**src/rtl/risc_v_pkg.sv**
```systemverilog
// -----------------------------------------------------------------------------
// risc_v_pkg
// Shared types and encodings for the multi-cycle RV32I controller:
//   - state_t        : controller FSM states (4-bit state register)
//   - OP_*           : supported opcode values (IR[6:0])
//   - ALUC_*         : ALUControl codes presented to the ALU
//   - ALUOP_*        : internal ALUOp codes between FSM and ALU decoder
//   - RES_* / SRCA_* / SRCB_* : datapath mux select encodings
// -----------------------------------------------------------------------------
package risc_v_pkg;

  typedef enum logic [3:0] {
    S_FETCH    = 4'd0,
    S_DECODE   = 4'd1,
    S_MEMADR   = 4'd2,
    S_MEMREAD  = 4'd3,
    S_MEMWB    = 4'd4,
    S_MEMWRITE = 4'd5,
    S_EXECR    = 4'd6,
    S_EXECI    = 4'd7,
    S_ALUWB    = 4'd8,
    S_BRANCH   = 4'd9,
    S_JAL      = 4'd10
  } state_t;

  // Opcodes
  localparam logic [6:0] OP_LW     = 7'b0000011;
  localparam logic [6:0] OP_SW     = 7'b0100011;
  localparam logic [6:0] OP_R      = 7'b0110011;
  localparam logic [6:0] OP_I      = 7'b0010011;
  localparam logic [6:0] OP_BRANCH = 7'b1100011;
  localparam logic [6:0] OP_JAL    = 7'b1101111;

  // ALUControl codes
  localparam logic [2:0] ALUC_ADD = 3'b000;
  localparam logic [2:0] ALUC_SUB = 3'b001;
  localparam logic [2:0] ALUC_AND = 3'b010;
  localparam logic [2:0] ALUC_OR  = 3'b011;
  localparam logic [2:0] ALUC_SLT = 3'b101;

  // ALUOp codes
  localparam logic [1:0] ALUOP_ADD   = 2'b00;
  localparam logic [1:0] ALUOP_SUB   = 2'b01;
  localparam logic [1:0] ALUOP_FUNCT = 2'b10;

  // ResultSrc encodings
  localparam logic [1:0] RES_ALUOUT    = 2'b00;
  localparam logic [1:0] RES_DATA      = 2'b01;
  localparam logic [1:0] RES_ALURESULT = 2'b10;

  // ALUSrcA encodings
  localparam logic [1:0] SRCA_PC    = 2'b00;
  localparam logic [1:0] SRCA_OLDPC = 2'b01;
  localparam logic [1:0] SRCA_RS1   = 2'b10;

  // ALUSrcB encodings
  localparam logic [1:0] SRCB_RS2  = 2'b00;
  localparam logic [1:0] SRCB_IMM  = 2'b01;
  localparam logic [1:0] SRCB_FOUR = 2'b10;

  // ImmSrc encodings
  localparam logic [1:0] IMM_I = 2'b00;
  localparam logic [1:0] IMM_S = 2'b01;
  localparam logic [1:0] IMM_B = 2'b10;
  localparam logic [1:0] IMM_J = 2'b11;

endpackage

```
**src/rtl/alu_decoder.sv**
```systemverilog
// -----------------------------------------------------------------------------
// alu_decoder
// Combinational mapping from ALUOp (+ instruction fields) to ALUControl.
// Ports:
//   alu_op      in  2  ALUOp from the controller FSM (add / sub / funct)
//   funct3      in  3  IR[14:12]
//   op_5        in  1  IR[5], distinguishes R-type (1) from I-type (0)
//   funct7_5    in  1  IR[30]
//   alu_control out 3  ALUControl to the ALU
// -----------------------------------------------------------------------------
module alu_decoder
  import risc_v_pkg::*;
(
  input  logic [1:0] alu_op,
  input  logic [2:0] funct3,
  input  logic       op_5,
  input  logic       funct7_5,
  output logic [2:0] alu_control
);

  always_comb begin
    alu_control = ALUC_ADD;
    unique case (alu_op)
      ALUOP_ADD: alu_control = ALUC_ADD;
      ALUOP_SUB: alu_control = ALUC_SUB;
      ALUOP_FUNCT: begin
        case (funct3)
          // Only R-type can subtract; addi with IR[30]=1 is still an add.
          3'b000:  alu_control = (op_5 && funct7_5) ? ALUC_SUB : ALUC_ADD;
          3'b010:  alu_control = ALUC_SLT;
          3'b110:  alu_control = ALUC_OR;
          3'b111:  alu_control = ALUC_AND;
          default: alu_control = ALUC_ADD;
        endcase
      end
      default: alu_control = ALUC_ADD;
    endcase
  end

endmodule

```
**src/rtl/multicycle_ctrl.sv**
```systemverilog
// -----------------------------------------------------------------------------
// multicycle_ctrl
// Sequencing controller for the multi-cycle RV32I core. A Moore-style FSM
// (4-bit state register) steps the shared ALU, unified memory port, register
// file and PC/IR through fetch/decode/execute/memory/writeback. Memory
// accesses wait on MemReady.
// Ports:
//   CLK        in   1  clock, rising edge
//   RST        in   1  synchronous active-low reset
//   op         in   7  IR[6:0]
//   funct3     in   3  IR[14:12]
//   funct7_5   in   1  IR[30]
//   Zero       in   1  ALU zero flag
//   MemReady   in   1  memory completes access this cycle
//   PCWrite    out  1  PC enable
//   AdrSrc     out  1  memory address select (0=PC, 1=ALUOut)
//   MemWrite   out  1  memory write strobe
//   IRWrite    out  1  IR/OldPC enable
//   ResultSrc  out  2  result mux select
//   ALUSrcA    out  2  ALU A mux select
//   ALUSrcB    out  2  ALU B mux select
//   ALUControl out  3  ALU operation
//   ImmSrc     out  2  immediate format (from op only)
//   RegWrite   out  1  register file write enable
//   Illegal    out  1  pulse on unsupported opcode (in DECODE)
//   Retire     out  1  pulse when an instruction completes
// -----------------------------------------------------------------------------
module multicycle_ctrl
  import risc_v_pkg::*;
#(
  parameter int OP_WIDTH       = 7,
  parameter int FUNCT3_WIDTH   = 3,
  parameter int ALU_CTRL_WIDTH = 3,
  parameter int IMM_SRC_WIDTH  = 2,
  parameter int ALU_OP_WIDTH   = 2
) (
  input  logic                      CLK,
  input  logic                      RST,
  input  logic [OP_WIDTH-1:0]       op,
  input  logic [FUNCT3_WIDTH-1:0]   funct3,
  input  logic                      funct7_5,
  input  logic                      Zero,
  input  logic                      MemReady,
  output logic                      PCWrite,
  output logic                      AdrSrc,
  output logic                      MemWrite,
  output logic                      IRWrite,
  output logic [1:0]                ResultSrc,
  output logic [1:0]                ALUSrcA,
  output logic [1:0]                ALUSrcB,
  output logic [ALU_CTRL_WIDTH-1:0] ALUControl,
  output logic [IMM_SRC_WIDTH-1:0]  ImmSrc,
  output logic                      RegWrite,
  output logic                      Illegal,
  output logic                      Retire
);

  state_t                  state_reg;
  state_t                  state_next;
  logic [ALU_OP_WIDTH-1:0] alu_op;

  always_ff @(posedge CLK) begin
    if (!RST) state_reg <= S_FETCH;
    else      state_reg <= state_next;
  end

  // Next state and state-decoded outputs. The reset override at the end
  // kills all enables in the same cycle RST is low, even mid-instruction.
  always_comb begin
    state_next = state_reg;
    PCWrite    = 1'b0;
    AdrSrc     = 1'b0;
    MemWrite   = 1'b0;
    IRWrite    = 1'b0;
    RegWrite   = 1'b0;
    Illegal    = 1'b0;
    Retire     = 1'b0;
    ResultSrc  = RES_ALUOUT;
    ALUSrcA    = SRCA_PC;
    ALUSrcB    = SRCB_RS2;
    alu_op     = ALUOP_ADD;

    case (state_reg)
      S_FETCH: begin
        ALUSrcB   = SRCB_FOUR;
        ResultSrc = RES_ALURESULT;
        IRWrite   = MemReady;
        PCWrite   = MemReady;
        if (MemReady) state_next = S_DECODE;
      end
      S_DECODE: begin
        // Branch target PC+imm is computed here and lands in ALUOut.
        ALUSrcA = SRCA_OLDPC;
        ALUSrcB = SRCB_IMM;
        case (op)
          OP_LW, OP_SW: state_next = S_MEMADR;
          OP_R:         state_next = S_EXECR;
          OP_I:         state_next = S_EXECI;
          OP_BRANCH:    state_next = S_BRANCH;
          OP_JAL:       state_next = S_JAL;
          default: begin
            Illegal    = 1'b1;
            state_next = S_FETCH;
          end
        endcase
      end
      S_MEMADR: begin
        ALUSrcA    = SRCA_RS1;
        ALUSrcB    = SRCB_IMM;
        state_next = (op == OP_SW) ? S_MEMWRITE : S_MEMREAD;
      end
      S_MEMREAD: begin
        AdrSrc = 1'b1;
        if (MemReady) state_next = S_MEMWB;
      end
      S_MEMWB: begin
        ResultSrc  = RES_DATA;
        RegWrite   = 1'b1;
        Retire     = 1'b1;
        state_next = S_FETCH;
      end
      S_MEMWRITE: begin
        // Strobe stays up until the memory accepts the write.
        AdrSrc   = 1'b1;
        MemWrite = 1'b1;
        Retire   = MemReady;
        if (MemReady) state_next = S_FETCH;
      end
      S_EXECR: begin
        ALUSrcA    = SRCA_RS1;
        ALUSrcB    = SRCB_RS2;
        alu_op     = ALUOP_FUNCT;
        state_next = S_ALUWB;
      end
      S_EXECI: begin
        ALUSrcA    = SRCA_RS1;
        ALUSrcB    = SRCB_IMM;
        alu_op     = ALUOP_FUNCT;
        state_next = S_ALUWB;
      end
      S_ALUWB: begin
        RegWrite   = 1'b1;
        Retire     = 1'b1;
        state_next = S_FETCH;
      end
      S_BRANCH: begin
        ALUSrcA    = SRCA_RS1;
        ALUSrcB    = SRCB_RS2;
        alu_op     = ALUOP_SUB;
        // beq takes on Zero, bne on !Zero; other branch kinds never take.
        PCWrite    = (funct3[FUNCT3_WIDTH-1:1] == '0) ? (Zero ^ funct3[0]) : 1'b0;
        Retire     = 1'b1;
        state_next = S_FETCH;
      end
      S_JAL: begin
        // PC <- target held in ALUOut; ALU forms OldPC+4 for the link.
        ALUSrcA    = SRCA_OLDPC;
        ALUSrcB    = SRCB_FOUR;
        PCWrite    = 1'b1;
        state_next = S_ALUWB;
      end
      default: state_next = S_FETCH;
    endcase

    if (!RST) begin
      state_next = S_FETCH;
      PCWrite    = 1'b0;
      AdrSrc     = 1'b0;
      MemWrite   = 1'b0;
      IRWrite    = 1'b0;
      RegWrite   = 1'b0;
      Illegal    = 1'b0;
      Retire     = 1'b0;
      ResultSrc  = RES_ALURESULT;
      ALUSrcA    = SRCA_PC;
      ALUSrcB    = SRCB_FOUR;
      alu_op     = ALUOP_ADD;
    end
  end

  // Immediate format depends only on the opcode.
  always_comb begin
    case (op)
      OP_SW:     ImmSrc = IMM_S;
      OP_BRANCH: ImmSrc = IMM_B;
      OP_JAL:    ImmSrc = IMM_J;
      default:   ImmSrc = IMM_I;
    endcase
  end

  alu_decoder u_alu_decoder (
    .alu_op      (alu_op),
    .funct3      (funct3),
    .op_5        (op[5]),
    .funct7_5    (funct7_5),
    .alu_control (ALUControl)
  );

endmodule
```
**config.mk**
```make
export PLATFORM = sky130hd
export DESIGN_NAME = multicycle_ctrl
export DESIGN_NICKNAME = d
export VERILOG_FILES = /design/src/rtl/risc_v_pkg.sv /design/src/rtl/alu_decoder.sv /design/src/rtl/multicycle_ctrl.sv
export SDC_FILE = /design/constraint.sdc
export NUM_CORES = 1
export LEC_CHECK = 0
export ABC_CLOCK_PERIOD_IN_PS = 4900
export BUFFER_PORTS_ARGS = -buffer_cell sky130_fd_sc_hd__buf_2
export CORE_MARGIN = 2
export CORE_UTILIZATION = 30
export DETAILED_ROUTE_END_ITERATION = 10
export PLACE_DENSITY_LB_ADDON = 0.15
export SETUP_SLACK_MARGIN = 0.15
export SYNTH_ARGS = -nofsm -noshare
export SYNTH_HDL_FRONTEND = slang
export SYNTH_HIERARCHICAL = 1
export SYNTH_SLANG_ARGS = --single-unit
```
**constraint.sdc**
```tcl
create_clock -name CLK -period 4.9 [get_ports CLK]
set_input_delay 0.735 -clock CLK [delete_from_list [all_inputs] [get_ports CLK]]
set_output_delay 0.735 -clock CLK [all_outputs]
set_load 0.01 [all_outputs]
```
# Word level (Yosys, flattened, before mapping)
# Cells that the tools add are included.
# W data, S select, Z words.
# totals
output_inout_bits,18
inputBits,15
reg_bits,4
wordCells,76
# classes
mux,34
bitwise_logic,1
n_reduce_logical,16
n_eq_ne,24
# ops
op,n
$pmux W4 S6,1
$pmux W4 S5,1
$eq A4 B3 Y1 const B,4
$pmux W2 S2,4
$mux W1,15
$eq A7 B6 Y1 const B,2
$eq A7 B7 Y1 const B,2
$eq A4 B4 Y1 const B,3
$mux W4,3
$pmux W3 S4,1
$reduce_or A2 Y1,6
$reduce_or A3 Y1,3
$eq A4 B2 Y1 const B,2
$mux W2,4
$eq A7 B2 Y1 const B,1
$eq A7 B5 Y1 const B,1
$eq A3 B3 Y1 const B,2
$ne A2 B2 Y1 const B,3
$pmux W2 S3,1
$pmux W3 S2,1
$reduce_or A6 Y1,1
$eq A4 B1 Y1 const B,1
$logic_not A4 Y1,1
$reduce_or A4 Y1,1
other kinds (11),11

# Longest topological paths before layout
# Gate-level depths: netlist of run 1.
# depth
depth_word,6
ltp_mapped,8
ltp_nobuf,7

# Cells and area by module
# Netlist of run 1, hierarchy kept.
# modules_own_cells
module,cells_each,area_per_inst_um2,seq_area_each_um2,instances
multicycle_ctrl,95,640.6,80.1,1
alu_decoder,11,96.3,0.0,1

# Worst setup path after synthesis of run 1
# Ideal clock, no wire load.
# synth_timing
path_kind,in2out
startpoint,in RST
endpoint,out ALUControl[2]
slack_ns,2.332
arrival_ns,1.833
stages,5
required_ns,4.165
cell_sequence,inv_1 -> nor2_1 -> and3_1 -> ha_1 -> nor4b_1
# synth_via
elab_chain_cells,3
elab_cells_between_ends,4
classes_between,eq/ne: 2; mux: 2
# synth_lines
item,line,text
start: declaration,multicycle_ctrl.sv:38,"input logic RST,"
$mux W2 *,multicycle_ctrl.sv:165,if (!RST) begin
net alu_op[1],multicycle_ctrl.sv:60,logic [ALU_OP_WIDTH-1:0] alu_op;
$eq A2 B2 Y1 or $eq A2 B1 Y1 (tied branches),alu_decoder.sv:23,unique case (alu_op)
$pmux W3 S2 *,alu_decoder.sv:23,
end: declaration,multicycle_ctrl.sv:51,"output logic [ALU_CTRL_WIDTH-1:0] ALUControl,"
# The timed path passes the listed nets; every way through them passes the cells marked *.

# Worst setup path after layout of run 1
# layout_timing
startpoint,reg state_reg[0]
endpoint,out ALUControl[2]
# layout_via
elab_chain_cells,6
elab_cells_between_ends,9
classes_between,eq/ne: 5; mux: 3; reduce/logical: 1
# layout_lines
item,line,text
start: declaration,multicycle_ctrl.sv:58,state_t state_reg;
start signal: assignment,multicycle_ctrl.sv:64,else state_reg <= state_next;
$eq A4 B3 Y1,multicycle_ctrl.sv:83,case (state_reg)
$reduce_or A2 Y1 (no source line),n/a,
$pmux W2 S2 *,multicycle_ctrl.sv:83,
$mux W2 *,multicycle_ctrl.sv:165,
net alu_op[0],multicycle_ctrl.sv:60,
$eq A2 B2 Y1 or $eq A2 B1 Y1 (tied branches),alu_decoder.sv:23,
$pmux W3 S2 *,alu_decoder.sv:23,
# Marks and branches as above.

==> results of run 1 <==
## cells in the final DEF, fill, tap and decap left out, drive strengths merged
cell type / n
nor3: 6
dfxtp: 4
xor2: 3
nor3b: 1
a21oi: 9
and4b: 1
a211o: 1
and3b: 1
o21a: 1
a221oi: 2
xnor2: 2
nand3b: 2
a31oi: 3
clkbuf: 3
nand2: 5
buf: 32
or3: 2
a211oi: 4
ha: 2
nor2: 12
nand2b: 7
inv: 7
o31ai: 4
nand3: 2
nor4b: 1
o211ai: 1
nor4: 2
nand4bb: 2
nand4: 1
o21ai: 2
nor2b: 2
o31a: 1
and3: 4
and2b: 1
o41ai: 1
## cells by family after synthesis
| family | after synthesis | share of synthesized area [%] |
|---|---|---|
| adder cells (fa/ha/maj) | 2 | 3.40 |
| AND/OR/NAND/NOR | 52 | 43.3 |
| XOR/XNOR | 5 | 5.94 |
| flip-flops | 4 | 10.9 |
| AO/OA/AOI/OAI | 29 | 27.7 |
| buffers and inverters | 14 | 8.83 |
## worst min-delay path, cell delays in order, from the launching register on
cell	delay, ns
dfxtp_1	0.45
a21oi_1	0.18
a21oi_1	0.07
## worst paths after layout
kind / start / to / slack, ns
min: state_reg[2]$_SDFFE_PN0P_ / state_reg[3]$_SDFFE_PN0P_ / 0.75
max reg2reg: state_reg[1]$_SDFFE_PN0P_ / state_reg[1]$_SDFFE_PN0P_ / 3.28
max: state_reg[0]$_SDFFE_PN0P_ / ALUControl[2] / 1.91
min reg2reg: state_reg[2]$_SDFFE_PN0P_ / state_reg[3]$_SDFFE_PN0P_ / 0.75
## where the power goes
part / total, mW / switching [mW] / internal [mW]
registers: 0.0361 / 0.00277 / 0.0334
clock network: 0.0402 / 0.0129 / 0.0273
logic: 0.0357 / 0.0203 / 0.0154
total: 0.112 / 0.0359 / 0.0761
## routing by layer
metal / up-vias / share of wire (%)
li1: 445 / -
met1: 388 / 47
met2: 38 / 45
met3: 0 / 7.9
met4: 0 / 0
met5: - / 0
## cell type report
cell class | instances | area (um2) | share of cell area (%)
Sequential cell | 4 | 80.1 | 8.74
Multi-Input combinational cell | 88 | 592 | 64.6
Tap cell | 28 | 35.0 | 3.83
Timing Repair Buffer | 32 | 160 | 17.5
Clock buffer | 3 | 22.5 | 2.46
Inverter | 7 | 26.3 | 2.87
## stage by stage
stage | power [mW] | instance area (um2)
final | 0.112 | 916
after detailed placement | 0.0722 | 893
after CTS | 0.114 | 916
after global placement | 0.0722 | 893
after floorplan | 0.0570 | 737
after global routing | 0.122 | 916
==> qor.yml, run 1 <==
clock_network:
  cts_root_buf: "clkbuf_4"
  cts.repair.resized: 0
  ctsHoldBuffers: 0
  clkTransAtPathRegs_ns: 0.04
  clock-sinks: 4
  cts_buffers: 3
  h-tree-depth: 1
  cts_tree: "done"
  post_cts_buffers: 0
  clockBufferDepth: 2
  clk_latency_ns: 0.24
drt:
  dr.pass1.iters: 4
  drt-initial-drc-count: 27
  wl_per_cell_um: 12.9
  avgViaCountPerCell: 5.38
  drc: 0
  ant_nets: 0
  vias: 871
  wl_um: 2090
logic_synthesis:
  yosysMostFrequentCell: "nor2_1"
  netlist_instances: 106
  synth-edff-count: 0
  yosysTopAreaCell: "dfxtp_1"
  async_flop_share_pct: 0
  synthFlopType: "dfxtp_1"
  ys_seq_area_share_pct: 10.9
  syn_area_um2: 737
  synth_top_area_share_pct: 10.9
  synth_area_per_cell_um2: 6.95
  ys_ff_latch: 4
  synth_area_leaders: "dfxtp_1, a21oi_1, nor2_1"
  synth_cell_type_count: 43
  synth_fp_nets: 123
  synth_commonest_cells: "nor2_1, a21oi_1, inv_1, nor3_1, nand2b_1"
  synth_warnings: 6
critical_path:
  reg2regPathDepth: 4
  worst_setup_path_end_kind: "output pin"
  worstPathMaxFanout: 15
  max_stage_delay_ns: 0.66
  crit_path_start_kind: "register"
  crit_chain: "nor2b_1 -> nand2_1 -> nor2_1 -> inv_1 -> ha_1 -> nor4b_1 -> buf_2"
  cp.arrival_ns: 2.26
  setup.worst_path.class: "reg -> out"
  path_depth: 7
  slowest_stage: "dfxtp_1"
  cp.buffers_inverters: 2
  required_ns: 4.16
  path_delay_family: "simple AND/OR/NAND/NOR gates"
global_routing:
  grt_pass1_wl_um: 3320
  grt-ovfl-total: 0
  met3_usage_pct: 4.17
  grt_max_degree: 21
  antenna_found_initial: 0
  busiest_layer: "met2"
  grt_use_total_pct: 15.3
  gr-usage-met2_pct: 25.1
  grt_pass1_vias: 772
  grt_util_met1_pct: 20.1
cells_and_area:
  area_delta_synth_final_pct: 24.3
  layout-drive-gt1-share_pct: 32.1
  fin_cells: 162
  largest_reg_flops: 4
  nFillCells: 249
  utilization_pct: 40.2
  diodes: 0
  fin_nets: 153
place:
  post-place-ws_ns: 2.06
  place_inst: 159
  hpwl_um: 1570
  gp_congestion: 0.782
  io_buffers: 32
timing:
  finalSetupViolCount: 0
  hold_violations: 0
  min_period_over_period_pct: 61.1
  finalSetupTns_ns: 0
  whs_ns: 0.749
  drv_slew: 0
  rsz0062_at_grt: "no"
  fmax_ghz: 0.334
  period_needed_ns: 2.99
  fin_ws_ns: 1.91
  slew_headroom_pct: 54.4
  finalClockSkew_ns: 0.00429
  worstMarginPinSlew_ns: 0.683
floorplan:
  die-height_um: 53.6
  die_area_mm2: 0.00287
  ios: 33
  start_util_pct: 32.4
  rows: 17
  die_x_um: 53.6
  fp.coreArea_mm2: 0.00228
hold_path:
  hold_path_class: "reg -> reg"
  holdPathStages: 2
pwr:
  p_per_area_mw_per_mm2: 122
  ir_worst_vdd_uv: 98.8
  leakagePower_nw: 0.418
run:
  maxCapViolCount: 0
run_status:
  status: "complete, no violations"
No activity file was read; power rests on OpenSTA's default activity.
==> run 2: changes to the inputs <==
Settings changed: ABC_CLOCK_PERIOD_IN_PS 4900 to 2400.
Clock period 4.9 ns to 2.4 ns, I/O delays scaled along.
==> qor.yml, run 2 (synthesized netlist as in run 1, its figures left out) <==
run_status:
  status: "complete, no violations"
timing:
  hold_violations: 0  # unchanged
  finalSetupTns_ns: 0  # unchanged
  finalClockSkew_ns: 0.00485  # +0.000554 ns
  finalSetupViolCount: 0  # unchanged
  fin_ws_ns: 0.348  # -1.56 ns
  fmax_ghz: 0.487
  min_period_over_period_pct: 85.5
  rsz0062_at_grt: "no"
  slew_headroom_pct: 79.4  # +25 points
  worstMarginPinSlew_ns: 0.308  # -0.375 ns
  period_needed_ns: 2.05
  drv_slew: 0  # unchanged
hold_path:
  hold_path_class: "in -> reg"
pwr:
  p_per_area_mw_per_mm2: 235  # +92%
  p_total_mw: 0.233  # +110%
  leakagePower_nw: 0.449  # +7.5%
  ir_worst_vdd_uv: 241  # +140%
run:
  maxCapViolCount: 0  # unchanged
clock_network:
  cts_tree: "done"
  clkTransAtPathRegs_ns: 0.04  # about the same
  clk_latency_ns: 0.23  # about the same
  ctsHoldBuffers: 0  # unchanged
  h-tree-depth: 1  # unchanged
  clockBufferDepth: 2  # unchanged
  cts_root_buf: "clkbuf_4"
  cts_buffers: 3  # unchanged
  clock-sinks: 4  # unchanged
drt:
  vias: 910  # +4.5%
  wl_per_cell_um: 13.2  # +2.4%
  avgViaCountPerCell: 5.45  # +1.3%
  drt-initial-drc-count: 21  # -22%
  ant_nets: 0  # unchanged
  drc: 0  # unchanged
  wl_um: 2210  # +5.6%
  dr.pass1.iters: 4  # unchanged
place:
  io_buffers: 32  # unchanged
  post-place-ws_ns: 0.318  # -1.74 ns
  hpwl_um: 1730  # +10%
  gp_congestion: 0.873  # +12%
cells_and_area:
  largest_reg_flops: 4  # unchanged
  mostFrequentLayoutCell: "buf_2"
  layout-drive-gt1-share_pct: 38.8  # +6.8 points
  area_delta_synth_final_pct: 34.1
  layout_common_cells: "buf_2, nor2_1, a21oi_1, inv_1, nor3_1"
  diodes: 0  # unchanged
  fin_nets: 158  # +3.3%
  nFillCells: 232  # -6.8%
critical_path:
  slowest_stage: "dfxtp_2"
  crit_chain: "nor2_1 -> and3_1 -> ha_4 -> nand2b_4 -> a221oi_2 -> buf_2"
  required_ns: 2.04  # -2.12 ns
  max_stage_delay_ns: 0.36  # -0.30 ns
  path_delay_family: "simple AND/OR/NAND/NOR gates"
  cp.arrival_ns: 1.69  # -0.57 ns
  worstPathMaxFanout: 10  # -5
  worst_setup_path_end_kind: "output pin"
  setup.worst_path.class: "reg -> out"
  crit_path_start_kind: "register"
  cp.buffers_inverters: 1  # -1
floorplan:
  start_util_pct: 32.4  # unchanged
  ios: 33  # unchanged
  die_x_um: 53.6  # unchanged
  die-height_um: 53.6  # unchanged
  rows: 17  # unchanged
  die_area_mm2: 0.00287  # unchanged
  fp.coreArea_mm2: 0.00228  # unchanged
global_routing:
  grt_use_total_pct: 16.9  # +1.6 points
  grt_pass1_wl_um: 3640  # +9.6%
  grt-ovfl-total: 0  # unchanged
  grt_max_degree: 20  # -4.8%
  antenna_found_initial: 0  # unchanged
  grt_pass1_vias: 838  # +8.5%
[run 2: changes by cell type in the layout (fill, tap and decap cells not counted), sizes merged]
cell / before / now
buf: 32 / 37
[run 2: per-stage QoR]
| step | area [um2] | utilization [%] | instances | hold WS [ns] |
|---|---|---|---|---|
| 6_report | 988 | 43.4 | 167 | 0.487 |
| 5_1_grt | 988 | 43.4 | 167 | 0.486 |
| 4_1_cts | 950 | 41.7 | 166 | 0.473 |
| 3_5_place_dp | 923 | 40.6 | 163 | 0.624 |
| 3_3_place_gp | 923 | 40.6 | 163 | 0.614 |
| 2_1_floorplan | 737 | - | 106 | 0.515 |
[run 2: where the power goes]
part	leakage (nW)	switching [mW]	internal (mW)
logic	0.402	0.0472	0.0342
registers	0.0335	0.000870	0.0681
clock network	0.0138	0.0265	0.0558
[run 2: final cells by class]
class | instances | area [um2] | area share (%)
timing repair buffer | 37 | 201 | 20.4
tap | 28 | 35.0 | 3.54
sequential | 4 | 82.6 | 8.35
multi-input combinational | 88 | 621 | 62.8
inverter | 7 | 26.3 | 2.66
clock buffer | 3 | 22.5 | 2.28
[run 2: repair_timing]
item / CTS / global route
setup endpoints to repair: 1 / 3
resized for setup: 2 / 6
buffers inserted: 0 / 1
[run 2: metal layers]
metal | up-vias | GRT usage [%] | part of all wire [%]
met5 | - | 0 | 0
met4 | 0 | 4.70 | 0
met3 | 0 | 4.44 | 7.4
met2 | 44 | 27.2 | 48
met1 | 409 | 22.3 | 45
li1 | 457 | - | -
[run 2: worst min-delay path, stage by stage]
cell and delay, ns:
buf_2 0.15, nand4_1 0.10, a21oi_1 0.06
[run 2: path summary, 6_finish.rpt]
path	start	endpoint	slack, ns	cells after the start
worst min-delay path	op[6]	state_reg[3]$_SDFFE_PN0P_	0.49	3
worst min register to register	state_reg[3]$_SDFFE_PN0P_	state_reg[1]$_SDFFE_PN0P_	0.55	1
worst max register to register	state_reg[1]$_SDFFE_PN0P_	state_reg[0]$_SDFFE_PN0P_	1.00	4
worst max-delay path	state_reg[3]$_SDFFE_PN0P_	ALUControl[0]	0.35	6
==> run 3: changes to the inputs <==
Settings changed: REMOVE_ABC_BUFFERS set to 1.
==> qor.yml, run 3 (synthesized netlist as in run 1, its figures left out) <==
timing:
  whs_ns: 0.470  # -0.0171 ns
  rsz0062_at_grt: "no"
  finalSetupTns_ns: 0  # unchanged
  finalSetupViolCount: 0  # unchanged
  fmax_ghz: 0.463  # -5.0%
  hold_violations: 0  # unchanged
  period_needed_ns: 2.16  # +0.108 ns
  worstMarginPinSlew_ns: 0.346  # +0.0377 ns
  min_period_over_period_pct: 90.0  # +4.5 points
  fin_ws_ns: 0.240  # -0.108 ns
  slew_headroom_pct: 76.7  # -2.7 points
  finalClockSkew_ns: 0.00784  # +0.00299 ns
  drv_slew: 0  # unchanged
run_status:
  status: "complete, no violations"
place:
  post-place-ws_ns: 0.255  # -0.0629 ns
  placed_area_um2: 923  # unchanged
  place_inst: 163  # unchanged
  gp_congestion: 0.808  # -7.4%
  hpwl_um: 1640  # -5.2%
  io_buffers: 32  # unchanged
drt:
  avgViaCountPerCell: 5.58  # +2.5%
  dr.pass1.iters: 4  # unchanged
  wl_um: 2160  # -2.3%
  drt-initial-drc-count: 8  # -62%
  ant_nets: 0  # unchanged
  vias: 927  # +1.9%
  wl_per_cell_um: 13.0  # -1.7%
  drc: 0  # unchanged
critical_path:
  cp.arrival_ns: 1.80  # +0.11 ns
  rr_endpoint: "state_reg[0]$_SDFFE_PN0P_"
  worst_setup_path_end_kind: "output pin"
  required_ns: 2.04  # about the same
  reg2regPathDepth: 4  # unchanged
  worstPathMaxFanout: 7  # -3
  crit_path_start_kind: "input port"
  reg2reg_slack_ns: 0.99  # about the same
  setup.worst_path.class: "in -> out"
  r2r_start: "state_reg[1]$_SDFFE_PN0P_"
pwr:
  p_sw_mw: 0.0760  # +1.8%
  p_total_mw: 0.234  # +0.39%
  seqPwrFrac_pct: 29.4  # -0.2 points
  leakagePower_nw: 0.442  # -1.6%
  switching_share_pct: 32.5  # +0.45 points
  p_int_mw: 0.158  # -0.27%
  ir_worst_vdd_uv: 162  # -33%
  pwr-share-comb_pct: 34.9  # about the same
  power_frac_clock_pct: 35.7  # +0.3 points
  p_per_area_mw_per_mm2: 241  # +2.5%
hold_path:
  hp-start: "RST"
  hold_path_class: "in -> reg"
  holdPathStages: 3  # unchanged
  min_to: "state_reg[2]$_SDFFE_PN0P_"
clock_network:
  cts_tree: "done"
  h-tree-depth: 1  # unchanged
  cts_root_buf: "clkbuf_4"
  ctsHoldBuffers: 0  # unchanged
  clk_latency_ns: 0.24  # about the same
  cts_buffers: 3  # unchanged
  post_cts_buffers: 0  # unchanged
  clkTransAtPathRegs_ns: 0.04  # about the same
  clock-sinks: 4  # unchanged
  clockBufferDepth: 2  # unchanged
cells_and_area:
  mostFrequentLayoutCell: "buf_2"
  layout-drive-gt1-share_pct: 37.0  # -1.9 points
  fin_nets: 157  # -0.63%
  diodes: 0  # unchanged
  utilization_pct: 42.6  # -0.88 points
  largest_reg_flops: 4  # unchanged
  area_delta_synth_final_pct: 31.4
  stdcell_area_um2: 968  # -2.0%
  layout_common_cells: "buf_2, nor2_1, a21oi_1, inv_1, nor3_1"
  fin_cells: 166  # -0.60%
floorplan:
  rows: 17  # unchanged
  die_x_um: 53.6  # unchanged
  die-height_um: 53.6  # unchanged
  start_util_pct: 32.4  # unchanged
  ios: 33  # unchanged
  die_area_mm2: 0.00287  # unchanged
  fp.coreArea_mm2: 0.00228  # unchanged
run:
  maxCapViolCount: 0  # unchanged
global_routing:
  antenna_found_initial: 0  # unchanged
  grt-ovfl-total: 0  # unchanged
  grt_pass1_wl_um: 3510  # -3.4%
  grt_pass1_vias: 780  # -6.9%
  grt_max_degree: 20  # unchanged
  grt_use_total_pct: 16.2  # -0.70 points
run 3: cell types whose count changed in the layout (fill, tap and decap cells not counted), sizes merged:
cell,delta
buf,-1
run 3: area by class of cell:
class / instances / area, um2
fillers: 250 / 1310
multi-input cells: 88 / 613
repair buffers: 36 / 190
flip-flops and latches: 4 / 81.3
well taps: 28 / 35.0
inverters: 7 / 26.3
clock buffers: 3 / 22.5
run 3: worst max path at each step:
| stage | cells after the start | slack, ns | start | endpoint |
|---|---|---|---|---|
| finish | 7 | 0.24 | RST | ALUControl[2] |
| global route | 7 | 0.12 | RST | ALUControl[2] |
| CTS | 5 | 0.16 | state_reg[3]$_SDFFE_PN0P_ | ALUControl[2] |
| detailed placement | 7 | 0.25 | RST | ALUControl[2] |
| global placement | 7 | 0.38 | RST | ALUControl[2] |
| floorplan | 6 | 0.21 | state_reg[0]$_SDFFE_PN0P_ | ALUControl[2] |
run 3: repair_timing:
item | in CTS | in global routing
resized for setup | 0 | 6
hold endpoints to repair | 0 | 0
endpoints found under the setup margin | 0 | 3
run 3: power by group through the flow:
stage               Sequential (mW)  Combinational (mW)  Clock [mW]
floorplan                    0.0730              0.0389           0
global placement             0.0697              0.0790           0
detailed placement           0.0698              0.0797           0
CTS                          0.0688              0.0800      0.0864
global route                 0.0689              0.0902      0.0943
finish                       0.0688              0.0816      0.0833
run 3: critical path, cell delays in order:
cell	delay, ns
buf_2	0.16
inv_1	0.09
nor2_1	0.24
and3_1	0.23
ha_1	0.27
nor4b_2	0.28
buf_2	0.17
run 3: metal layers:
| metal | global-route usage (%) | share of wire (%) |
|---|---|---|
| met4 | 2.56 | 0 |
| met5 | 0 | 0 |
| met1 | 21.1 | 47 |
| met2 | 27.4 | 49 |
| met3 | 4.17 | 4.1 |
